--- src/rtl/seg7_bcd_scan.sv ---
`default_nettype none
// +----------------------------------------------------------------------------+
// | Module  : seg7_bcd_scan                                                    |
// | Purpose : 4-digit BCD up/down counter with multiplexed common-anode        |
// |           7-segment drive. Optional SEG7_LEADING_ZERO_BLANK_EN blanks      |
// |           leading zero digits (digit 0 always shown).                      |
// | Rev     : 1.0  initial release                                             |
// +----------------------------------------------------------------------------+
module seg7_bcd_scan #(
  parameter int SCAN_DIV = 50000
) (
  input  logic        iClk,
  input  logic        iRst_n,
  input  logic        iInc,
  input  logic        iDec,
  input  logic        iClr,
  output logic [15:0] oValue,
  output logic        oWrap,
  output logic [3:0]  oDig_n,
  output logic [6:0]  oSeg_n
);

  localparam logic [19:0] c_DIV_LAST = 20'(SCAN_DIV - 1);

  logic [15:0] r_value;
  logic        r_wrap;
  logic [19:0] r_div;
  logic [1:0]  r_idx;
  logic [3:0]  r_dig;
  logic [6:0]  r_seg;

  logic [15:0] w_incVal;
  logic [15:0] w_decVal;
  logic        w_incCarry;
  logic        w_decBorrow;
  logic [3:0]  w_curDigit;
  logic [6:0]  w_segDec;
  logic [6:0]  w_segNext;

  // Digit-serial decimal increment; a carry out of digit 3 means 9999 wrapped.
  always_comb begin
    w_incVal   = r_value;
    w_incCarry = 1'b1;
    for (int i = 0; i < 4; i++) begin
      if (w_incCarry) begin
        if (r_value[4*i +: 4] == 4'd9) begin
          w_incVal[4*i +: 4] = 4'd0;
        end else begin
          w_incVal[4*i +: 4] = r_value[4*i +: 4] + 4'd1;
          w_incCarry         = 1'b0;
        end
      end
    end
  end

  always_comb begin
    w_decVal    = r_value;
    w_decBorrow = 1'b1;
    for (int i = 0; i < 4; i++) begin
      if (w_decBorrow) begin
        if (r_value[4*i +: 4] == 4'd0) begin
          w_decVal[4*i +: 4] = 4'd9;
        end else begin
          w_decVal[4*i +: 4] = r_value[4*i +: 4] - 4'd1;
          w_decBorrow        = 1'b0;
        end
      end
    end
  end

  assign w_curDigit = r_value[{r_idx, 2'b00} +: 4];

  always_comb begin
    w_segDec = 7'h7F;
    case (w_curDigit)
      4'd0:    w_segDec = 7'h40;
      4'd1:    w_segDec = 7'h79;
      4'd2:    w_segDec = 7'h24;
      4'd3:    w_segDec = 7'h30;
      4'd4:    w_segDec = 7'h19;
      4'd5:    w_segDec = 7'h12;
      4'd6:    w_segDec = 7'h02;
      4'd7:    w_segDec = 7'h78;
      4'd8:    w_segDec = 7'h00;
      4'd9:    w_segDec = 7'h10;
      default: w_segDec = 7'h7F;
    endcase
  end

`ifdef SEG7_LEADING_ZERO_BLANK_EN
  logic w_blank;
  // A digit is a leading zero when it and every more significant digit are zero.
  always_comb begin
    w_blank = 1'b0;
    case (r_idx)
      2'd3:    w_blank = (r_value[15:12] == 4'd0);
      2'd2:    w_blank = (r_value[15:8]  == 8'd0);
      2'd1:    w_blank = (r_value[15:4]  == 12'd0);
      default: w_blank = 1'b0;
    endcase
  end
  assign w_segNext = w_blank ? 7'h7F : w_segDec;
`else
  assign w_segNext = w_segDec;
`endif

  always_ff @(posedge iClk) begin
    if (!iRst_n) begin
      r_value <= 16'h0000;
      r_wrap  <= 1'b0;
      r_div   <= 20'd0;
      r_idx   <= 2'd0;
      r_dig   <= 4'hF;
      r_seg   <= 7'h7F;
    end else begin
      r_dig <= ~(4'b0001 << r_idx);
      r_seg <= w_segNext;

      if (r_div == c_DIV_LAST) begin
        r_div <= 20'd0;
        r_idx <= r_idx + 2'd1;
      end else begin
        r_div <= r_div + 20'd1;
      end

      r_wrap <= 1'b0;
      if (iClr) begin
        r_value <= 16'h0000;
      end else if (iInc && !iDec) begin
        r_value <= w_incVal;
        r_wrap  <= w_incCarry;
      end else if (iDec && !iInc) begin
        r_value <= w_decVal;
        r_wrap  <= w_decBorrow;
      end
    end
  end

  assign oValue = r_value;
  assign oWrap  = r_wrap;
  assign oDig_n = r_dig;
  assign oSeg_n = r_seg;

endmodule
`default_nettype wire

--- config.mk ---
export PLATFORM = sky130hd
export DESIGN_NAME = seg7_bcd_scan
export DESIGN_NICKNAME = d
export VERILOG_FILES = /design/src/rtl/seg7_bcd_scan.sv
export SDC_FILE = /design/constraint.sdc
export NUM_CORES = 1
export LEC_CHECK = 0
export ABC_AREA = 1
export CAP_MARGIN = 10
export CORE_UTILIZATION = 38
export CTS_CLUSTER_SIZE = 28
export DETAILED_ROUTE_END_ITERATION = 12
export SETUP_SLACK_MARGIN = 0.1
export SLEW_MARGIN = 20
export SYNTH_ARGS = -nofsm -noshare
export SYNTH_HDL_FRONTEND = slang
export SYNTH_SLANG_ARGS = --single-unit
--- constraint.sdc ---
create_clock -name iClk -period 2.1 [get_ports iClk]
set_clock_uncertainty 0.2 [all_clocks]
set_input_delay 0.42 -clock iClk [delete_from_list [all_inputs] [get_ports iClk]]
set_output_delay 0.42 -clock iClk [all_outputs]
set_load 0.02 [all_outputs]
# Word level (Yosys, flattened, before mapping)
# Memories as Yosys holds them, arrays and structs flattened. A register that Yosys moved wholly into a read port is not among the register bits.
# Cells that the tools add are included.
dict set report op_classes {
  n_addsub 10
  eq_ne 8
  shifts 2
  mux 32
  bitwise 2
  n_reduce_logical 18
}
# operator n
set op_table {}
lappend op_table {{4-bit 2-to-1 mux} 14}
lappend op_table {{16-bit 2-to-1 mux} 2}
lappend op_table {{20-bit by 1-bit adder with 20-bit output (second input constant)} 1}
lappend op_table {{20-bit by 16-bit equality test with 1-bit output (second input constant)} 1}
lappend op_table {{4-bit by 1-bit adder with 4-bit output (second input constant)} 4}
lappend op_table {{4-bit equality test (second input constant)} 4}
lappend op_table {{4-bit logical NOT} 4}
lappend op_table {{1-bit 2-to-1 mux} 16}
lappend op_table {{16-bit by 5-bit indexed part select with 4-bit output} 1}
lappend op_table {{4-bit by 1-bit subtractor with 4-bit output (second input constant)} 4}
lappend op_table {{3-bit AND reduction} 3}
lappend op_table {{2-bit nonzero test} 4}
lappend op_table {{2-bit by 1-bit inequality test with 1-bit output (second input constant)} 3}
lappend op_table {{4-bit inverter} 1}
lappend op_table {{2-bit OR reduction} 2}
lappend op_table {{1-bit by 2-bit << shifter with 4-bit output (first input constant)} 1}
lappend op_table {{1-bit logical NOT} 3}
lappend op_table {{2-bit by 1-bit adder with 2-bit output (second input constant)} 1}
lappend op_table {{1-bit logical AND} 2}
lappend op_table {{1-bit inverter} 1}
dict set report word_totals {
  register_bits 43
  mem_bits_ro 112
  inputBits 5
  word_cells 81
  memories 1
}
# memory depth word_bits read_ports rd_ports_with_merged_regs wr line_no
set memory_table {}
lappend memory_table {{(name not given)} 16 7 1 1 0 75} ;# case (w_curDigit)

# Depth between registers and ports, before layout
# Gate-level depths: netlist (run 1).
dict set report depth {
  depth_word 7
  mapped_depth 10
  ltp_nobuf 10
}

# Worst setup path before layout (run 1)
# Ideal clock, no wire load.
dict set report synth_path {
  path_type {register -> register}
  from {register r_value[9], in the netlist oValue[9]}
  to {register r_seg[6], in the netlist oSeg_n[6]}
  setup_ns 0.121
  arrival_ns 1.440
  required_ns 1.779
  path_slack_ns 0.340
  path_stages_with_launch 9
  period_less_slack_ns 1.760
  cell_sequence {dfxtp_1 > buf_2 > nand2_1 > nand2_1 > mux2i_4 > inv_1 > ha_1 > o21ai_0 > o21ai_2}
}
dict set report synth_between {
  elab_chain_cells 1
}
# item line_no
set synth_lines {}
lappend synth_lines {{start: declaration} 25} ;# logic [15:0] r_value;
lappend synth_lines {{start signal: assignment} 130} ;# r_value <= w_incVal;
lappend synth_lines {{start signal: assignment} 133} ;# r_value <= w_decVal;
lappend synth_lines {{16-bit by 5-bit indexed part select with 4-bit output} 71} ;# assign w_curDigit = r_value[{r_idx, 2'b00} +: 4];
lappend synth_lines {{end: declaration} 30} ;# logic [6:0] r_seg;
# No other way between the ends.
# A chain may end at the register's enable or synchronous reset.

# Worst setup path after layout (run 1)
dict set report layout_path {
  from {input port iDec}
  to {register r_value[13], in the netlist oValue[13]}
}
dict set report layout_between {
  elab_chain_cells 4
  elab_cells_between_ends 8
  cone_classes {eq/ne: 1; mux: 1; reduce/logical: 6}
}
# item line_no
set layout_lines {}
lappend layout_lines {{start: declaration} 15} ;# input logic iDec,
lappend layout_lines {{1-bit logical NOT} 129} ;# end else if (iInc && !iDec) begin
lappend layout_lines {{1-bit logical AND} 129}
lappend layout_lines {{2-bit by 1-bit inequality test with 1-bit output (no source line) / 2-bit nonzero test (equally long branches)} -}
lappend layout_lines {{3-bit AND reduction (no source line)} -}
# Several ways; a longest one is shown, not always the timed one.

==> results of run 1 <==
## placed cells by master, fill, tap and decap left out, types with 2 or more instances in the layout
cell	instances
inv_1	48
nand2_1	121
buf_4	16
nand3_1	26
xor2_1	5
clkbuf_8	6
a21oi_2	2
o21ai_1	3
o21ai_0	28
dfxtp_2	5
nand2_4	3
nand2_2	5
nor3_2	2
dlymetal6s2s_1	5
inv_2	11
clkdlybuf4s50_1	17
o21a_1	3
nor2_1	64
dlygate4sd2_1	10
a21oi_1	38
o211ai_1	2
o21ai_2	2
nand4_1	9
nor3_1	6
nor2_2	3
nand3_2	2
dfxtp_1	45
ha_1	12
## worst max-delay path, delay by kind of cell
family                   cells  cell delay (ns)
AND/OR/NAND/NOR              6             0.56
adder cells (fa/ha/maj)      1             0.22
buffers and inverters        3             0.70
## routing by layer
| layer | track usage (%) | routed length [um] | vias up |
|---|---|---|---|
| li1 | - | - | 1577 |
| met1 | 24.0 | 3350 | 1329 |
| met2 | 29.4 | 3230 | 71 |
| met3 | 2.85 | 329 | 10 |
| met4 | 5.16 | 85 | 0 |
| met5 | 0 | 0 | - |
## what timing repair did
action / in CTS / in global routing
endpoints found under the setup margin: 11 / 18
pin swaps: 0 / 0
resized for setup: 13 / 8
## flip-flops by register name, summed over array words and instances (netlist names)
name	flops
oDig_n	4
oSeg_n	7
oValue	16
oWrap	1
r_div	20
r_idx	2
## stage by stage
step / area [sq um] / cells
2_1_floorplan: 3020 / 463
3_3_place_gp: 3530 / 605
3_5_place_dp: 3530 / 605
4_1_cts: 3620 / 613
5_1_grt: 3630 / 613
6_report: 3630 / 613
## Yosys cell counts, drive strengths merged
cell type,number
xor2,5
nor3,8
o211ai,2
buf,8
nand3,28
dfxtp,50
o21a,3
o31ai,1
a21oi,41
mux2i,1
ha,12
o21ai,33
a31oi,1
nand2,129
o22ai,1
inv,60
nor3b,1
xnor2,1
nor2,67
nand3b,1
nand4,9
or2,1
## final timing paths
| check | to | slack (ns) | depth (start not counted) |
|---|---|---|---|
| max reg2reg | oSeg_n[6] | 0.26 | 8 |
| max | oValue[13] | 0.19 | 10 |
| min reg2reg | r_div[19] | 0.26 | 2 |
| min | r_div[19] | 0.26 | 2 |
## power by group
group / switching (mW) / total [mW] / internal [mW]
clock network: 0.328 / 0.594 / 0.266
logic: 0.253 / 0.420 / 0.167
registers: 0.0374 / 1.02 / 0.985
total: 0.619 / 2.04 / 1.42
## cells by family (layout without fill, tap and decap cells)
group,Yosys count,after routing
and+or+nand+nor,244,244
AOI/OAI and AO/OA,82,82
buffers and inverters,68,116
DFF,50,50
adders and majority gates,12,12
xor gates and xnor gates,6,6
muxes,1,1
## final cells by class
class / instances / area, sq um / area share, %
flip-flops and latches: 50 / 1010 / 27.7
repair buffers: 48 / 440 / 12.1
inverters: 60 / 228 / 6.27
clock inverters: 2 / 12.5 / 0.344
well taps: 102 / 128 / 3.51
clock buffers: 6 / 82.6 / 2.27
multi-input cells: 345 / 1740 / 47.8
==> flow_summary_export.csv, run 1 <==
group,metric,value,unit
synthesis,syn-num-nets,480,
clock_network,cts.clk_slew.worst_paths,0.10,ns
clock_network,post-cts-setup-buffers,0,
clock_network,clk_latency,0.31,ns
global_routing,grt_max_degree,20,
floorplanning,dieArea,8300,sq um
synthesis,synthXorXnorAreaFrac,1.74,%
timing,tightest_slew,0.350,ns
pwr,vdd_drop_max,253,uV
setup_path,crit_type,"input pin to flip-flop",
worst_hold_path,min_path_type,"flip-flop to flip-flop",
clock_network,clock_path_buffers,2,
synthesis,synth_cells,463,
timing,setup_ws,0.192,ns
synthesis,synthMuxAreaShare,0.747,%
global_routing,antenna_found_initial,0,
run,max_cap_violations,0,
floorplanning,chipHeight,91.1,um
detailed_routing,via_count,2987,
clock_network,cts_tree,"yes",
setup_path,worst_setup_path_start_kind,"input pin",
setup_path,crit_arrival,1.91,ns
timing,fin_crit,1.91,ns
layout,syn_to_final_growth,20.5,%
synthesis,synth_seq_area_share,33.2,%
synthesis,synth-adder-area-share,4.98,%
placed_design,dp_slack,-0.156,ns
global_routing,grt_overflow,0,
floorplanning,start_util,39.2,%
layout,fillers,821,
synthesis,synth_top_family_by_area,"simple AND/OR/NAND/NOR gates",
synthesis,synth_cell_types,35,
setup_path,r2r-start,"r_idx[1]",
floorplanning,core_area,7690,sq um
setup_path,slowest_stage,"clkdlybuf4s50_1",
floorplanning,rows,32,
timing,timing.final.crit_share,90.9,%
setup_path,required,2.10,ns
floorplanning,die_x,91.1,um
timing,hold_violations,0,
timing,final_max_slew_viol_count,0,
setup_path,cpPeakStageDelay,0.48,ns
synthesis,synth_top_area_cell,"dfxtp_1",
layout,fin_util,47.3,%
worst_hold_path,holdCritStartpoint,"r_div[19]",
synthesis,synth-simple-area-share,35.0,%
setup_path,worstSetupEndpointType,"flip-flop",
detailed_routing,detail-route-antenna-nets,0,
timing,setup_viol,0,
clock_network,htree_levels,2,
pwr,p_per_area,561,nW/um^2
detailed_routing,routedWlPerCell,11.4,um
global_routing,grt_pass1_wl,12200,um
placed_design,io_buffers,32,
synthesis,ys_ff_latch,50,
synthesis,yosys-top-cells-area,"dfxtp_1 33%, nand2_1 15%, nor2_1 8.0%",
detailed_routing,drt_iter0_drc,144,
clock_network,cts.sinks,50,
synthesis,post-synth-top-area-fraction,33.2,%
pwr,total_power,2.04,mW
synthesis,synth_compound_area_share,15.1,%
placed_design,dp_hpwl,5250,um
outcome,outcome,"finished clean",
detailed_routing,drc,0,
detailed_routing,drt_wl_total,7000,um
synthesis,synth_area_per_cell,6.51,sq um
layout,drive_above_1_share,12.3,%
setup_path,cp-startpoint,"iDec",
timing,rsz0062_at_grt,"true",
timing,hold_ws,0.261,ns
layout,antennaDiodeCount,0,
setup_path,path_cells,"clkdlybuf4s50_1 -> inv_1 -> ha_1 -> buf_4 -> nand2_1 -> nand2_1 -> nor2_2 -> nand2_2 -> nor2_1 -> nor2_1",
clock_network,numCtsBuffers,5,
pwr,p_leak,1.68,nW
global_routing,first_global_vias,2698,
clock_network,cts_hold_buf,0,
detailed_routing,drt_first_pass_iters,5,
synthesis,synth_warnings,0,
layout,final_net_count,527,
timing,finalSetupTns,0,ns
floorplanning,io_pins,33,
timing,slew_headroom,76.6,%
global_routing,grt_usage,17.8,%
placed_design,globalplace.congestion,0.871,
clock_network,root_buffer,"clkbuf_8",
timing,fmax,524,MHz
detailed_routing,viasPerCell,4.87,
setup_path,crit_fanout,9,
synthesis,netlist_area,3020,sq um
No activity file was read; power rests on OpenSTA's default activity.
==> inputs of run 2 (changes only) <==
Settings changed: GPL_ROUTABILITY_DRIVEN from default to 1.
==> results of run 2 <==
Final layout, timing and power as in run 1 (identical DEF).
==> inputs of run 3 (changes only) <==
Settings changed: CORE_UTILIZATION 38 to 35.
==> run 3 against run 2 <==
  * Sequential share of layout area is 0.15 points lower
  * Die area increased by 8.4%
  * Power fell by 0.65%
  * Largest power group unchanged
  * Highest routed layer unchanged
==> flow_summary_export.csv, run 3 (synthesis gave the netlist of run 1 again) <==
group,metric,value,unit
outcome,outcome,"finished clean",
setup_path,cp-startpoint,"oValue[6]",
clock_network,cts.clk_slew.worst_paths,0.11,ns
pwr,switching_share,31.3,%
global_routing,grt_overflow,0,
layout,antennaDiodeCount,0,
setup_path,crit_fanout,5,
layout,syn_to_final_growth,21.2,%
clock_network,cts_tree,"yes",
clock_network,post-cts-setup-buffers,0,
setup_path,crit_type,"flip-flop to output port",
setup_path,worstSetupEndpointType,"output port",
global_routing,first_global_vias,2724,
placed_design,io_buffers,32,
clock_network,root_buffer,"clkbuf_8",
floorplanning,dieArea,8990,sq um
run,max_cap_violations,0,
setup_path,reg2reg_to,"r_div[18]",
worst_hold_path,min_path_type,"flip-flop to flip-flop",
clock_network,clock_path_buffers,2,
setup_path,rr_worst_depth,6,
placed_design,dp_hpwl,5390,um
layout,fillers,893,
placed_design,placed_area,3550,sq um
layout,drive_above_1_share,12.9,%
global_routing,grt_usage,16.6,%
pwr,p_leak,1.67,nW
setup_path,rrSetupSlack,0.29,ns
placed_design,globalplace.congestion,0.896,
detailed_routing,drt_wl_total,6900,um
global_routing,grt_max_degree,20,
timing,fin_crit,1.95,ns
detailed_routing,via_count,2949,
floorplanning,rows,33,
clock_network,numCtsBuffers,5,
floorplanning,start_util,36.5,%
global_routing,gr-usage-met3,2.74,%
pwr,p_per_area,554,nW/um^2
timing,hold_violations,0,
setup_path,r2r-start,"r_div[0]",
timing,timing.final.crit_share,92.9,%
layout,final_common_cell,"nand2_1",
setup_path,worst_setup_path_start_kind,"flip-flop",
layout,largest_reg_flops,20,
setup_path,slowest_stage,"clkdlybuf4s50_1",
layout,final_cell_mix,"121 x nand2_1, 64 x nor2_1, 48 x inv_1",
detailed_routing,viasPerCell,4.77,
layout,finalInstanceArea,3650,sq um
floorplanning,chipHeight,94.8,um
setup_path,required,1.48,ns
setup_path,crit_family,"buffers and inverters",
floorplanning,core_area,8260,sq um
setup_path,path_cells,"clkdlybuf4s50_1",
layout,final_net_count,529,
pwr,combPwrFrac,21.0,%
layout,ff_latch_area,1010,sq um
layout,multiInputGateArea,1740,sq um
timing,final_max_slew_viol_count,0,
pwr,seqPwrFrac,50.3,%
global_routing,grtUsageMet1,22.1,%
pwr,power.share.clock,28.6,%
setup_path,path_buf_inv,1,
timing,tightest_slew,0.323,ns
timing,fmax,512,MHz
clock_network,clk_latency,0.31,ns
detailed_routing,drc,0,
timing,slew_headroom,78.4,%
global_routing,antenna_found_initial,0,
timing,setup_viol,0,
timing,rsz0062_at_grt,"true",
pwr,vdd_drop_max,374,uV
pwr,internal-power,1.39,mW
floorplanning,io_pins,33,
global_routing,use_met2,27.9,%
worst_hold_path,whs_path_depth,2,
global_routing,grt_pass1_wl,12000,um
detailed_routing,drt_iter0_drc,140,
worst_hold_path,holdCritStartpoint,"r_div[19]",
worst_hold_path,hold_path_end,"r_div[19]",
timing,hold_ws,0.269,ns
layout,max_flop_register,"r_div",
setup_path,crit_arrival,1.33,ns
detailed_routing,routedWlPerCell,11.2,um
clock_network,cts.sinks,50,
detailed_routing,drt_first_pass_iters,4,
pwr,p_switching,0.633,mW
detailed_routing,detail-route-antenna-nets,0,
setup_path,cpPeakStageDelay,0.62,ns
clock_network,htree_levels,2,
floorplanning,die_x,94.8,um
global_routing,grt-busiest-layer,"met2",
## run 3: routing by layer
layer  vias up  wire length [um]
met5         -                 0
met4         0                41
met3         4               253
met2        49              3130
met1      1311              3480
li1       1585                 -
## run 3: per-stage QoR
| step | util (%) | cells | worst slack (ns) | setup TNS, ns | power (mW) |
|---|---|---|---|---|---|
| after floorplan | - | 463 | 0.340 | 0 | 1.32 |
| after global placement | 43.0 | 610 | -0.131 | -1.12 | 1.47 |
| after detailed placement | 43.0 | 610 | -0.154 | -1.38 | 1.47 |
| after CTS | 44.0 | 618 | 0.0844 | 0 | 2.05 |
| after global routing | 44.2 | 618 | 0.0764 | 0 | 2.14 |
| final | 44.2 | 618 | 0.149 | 0 | 2.02 |
## run 3: area by class of cell
type	count	area share [%]
Multi-Input combinational cell	345	47.6
Sequential cell	50	27.6
Timing Repair Buffer	50	12.6
Inverter	60	6.23
Tap cell	105	3.60
Clock buffer	5	1.88
Clock inverter	3	0.582
## run 3: repair_timing
| item | 4_1_cts | 5_1_grt |
|---|---|---|
| setup endpoints to repair | 9 | 33 |
| pin swaps | 0 | 0 |
| gates resized for setup | 9 | 10 |
| hold buffers | 0 | 0 |
## run 3: worst register-to-register path, stage by stage, from the launching register on
cell and delay [ns]:
dfxtp_1 0.40, ha_1 0.21, nand3_1 0.17, nor2_1 0.22, nand3_2 0.19, nand2_4 0.23, nor2_1 0.08
## run 3: power by group through the flow
stage	Combinational, mW	Sequential (mW)	Clock [mW]
2_1_floorplan	0.250	1.07	0
3_3_place_gp	0.427	1.04	0
3_5_place_dp	0.430	1.04	0
4_1_cts	0.427	1.02	0.602
5_1_grt	0.482	1.03	0.628
6_report	0.426	1.02	0.579
## run 3: worst max-delay path by stage
stage                 end  cells past startpoint
2_1_floorplan   oSeg_n[6]                      8
6_report        oValue[6]                      1
3_5_place_dp   oValue[13]                      9
3_3_place_gp   oValue[15]                      9
4_1_cts         oValue[9]                      1
5_1_grt         r_div[18]                      6
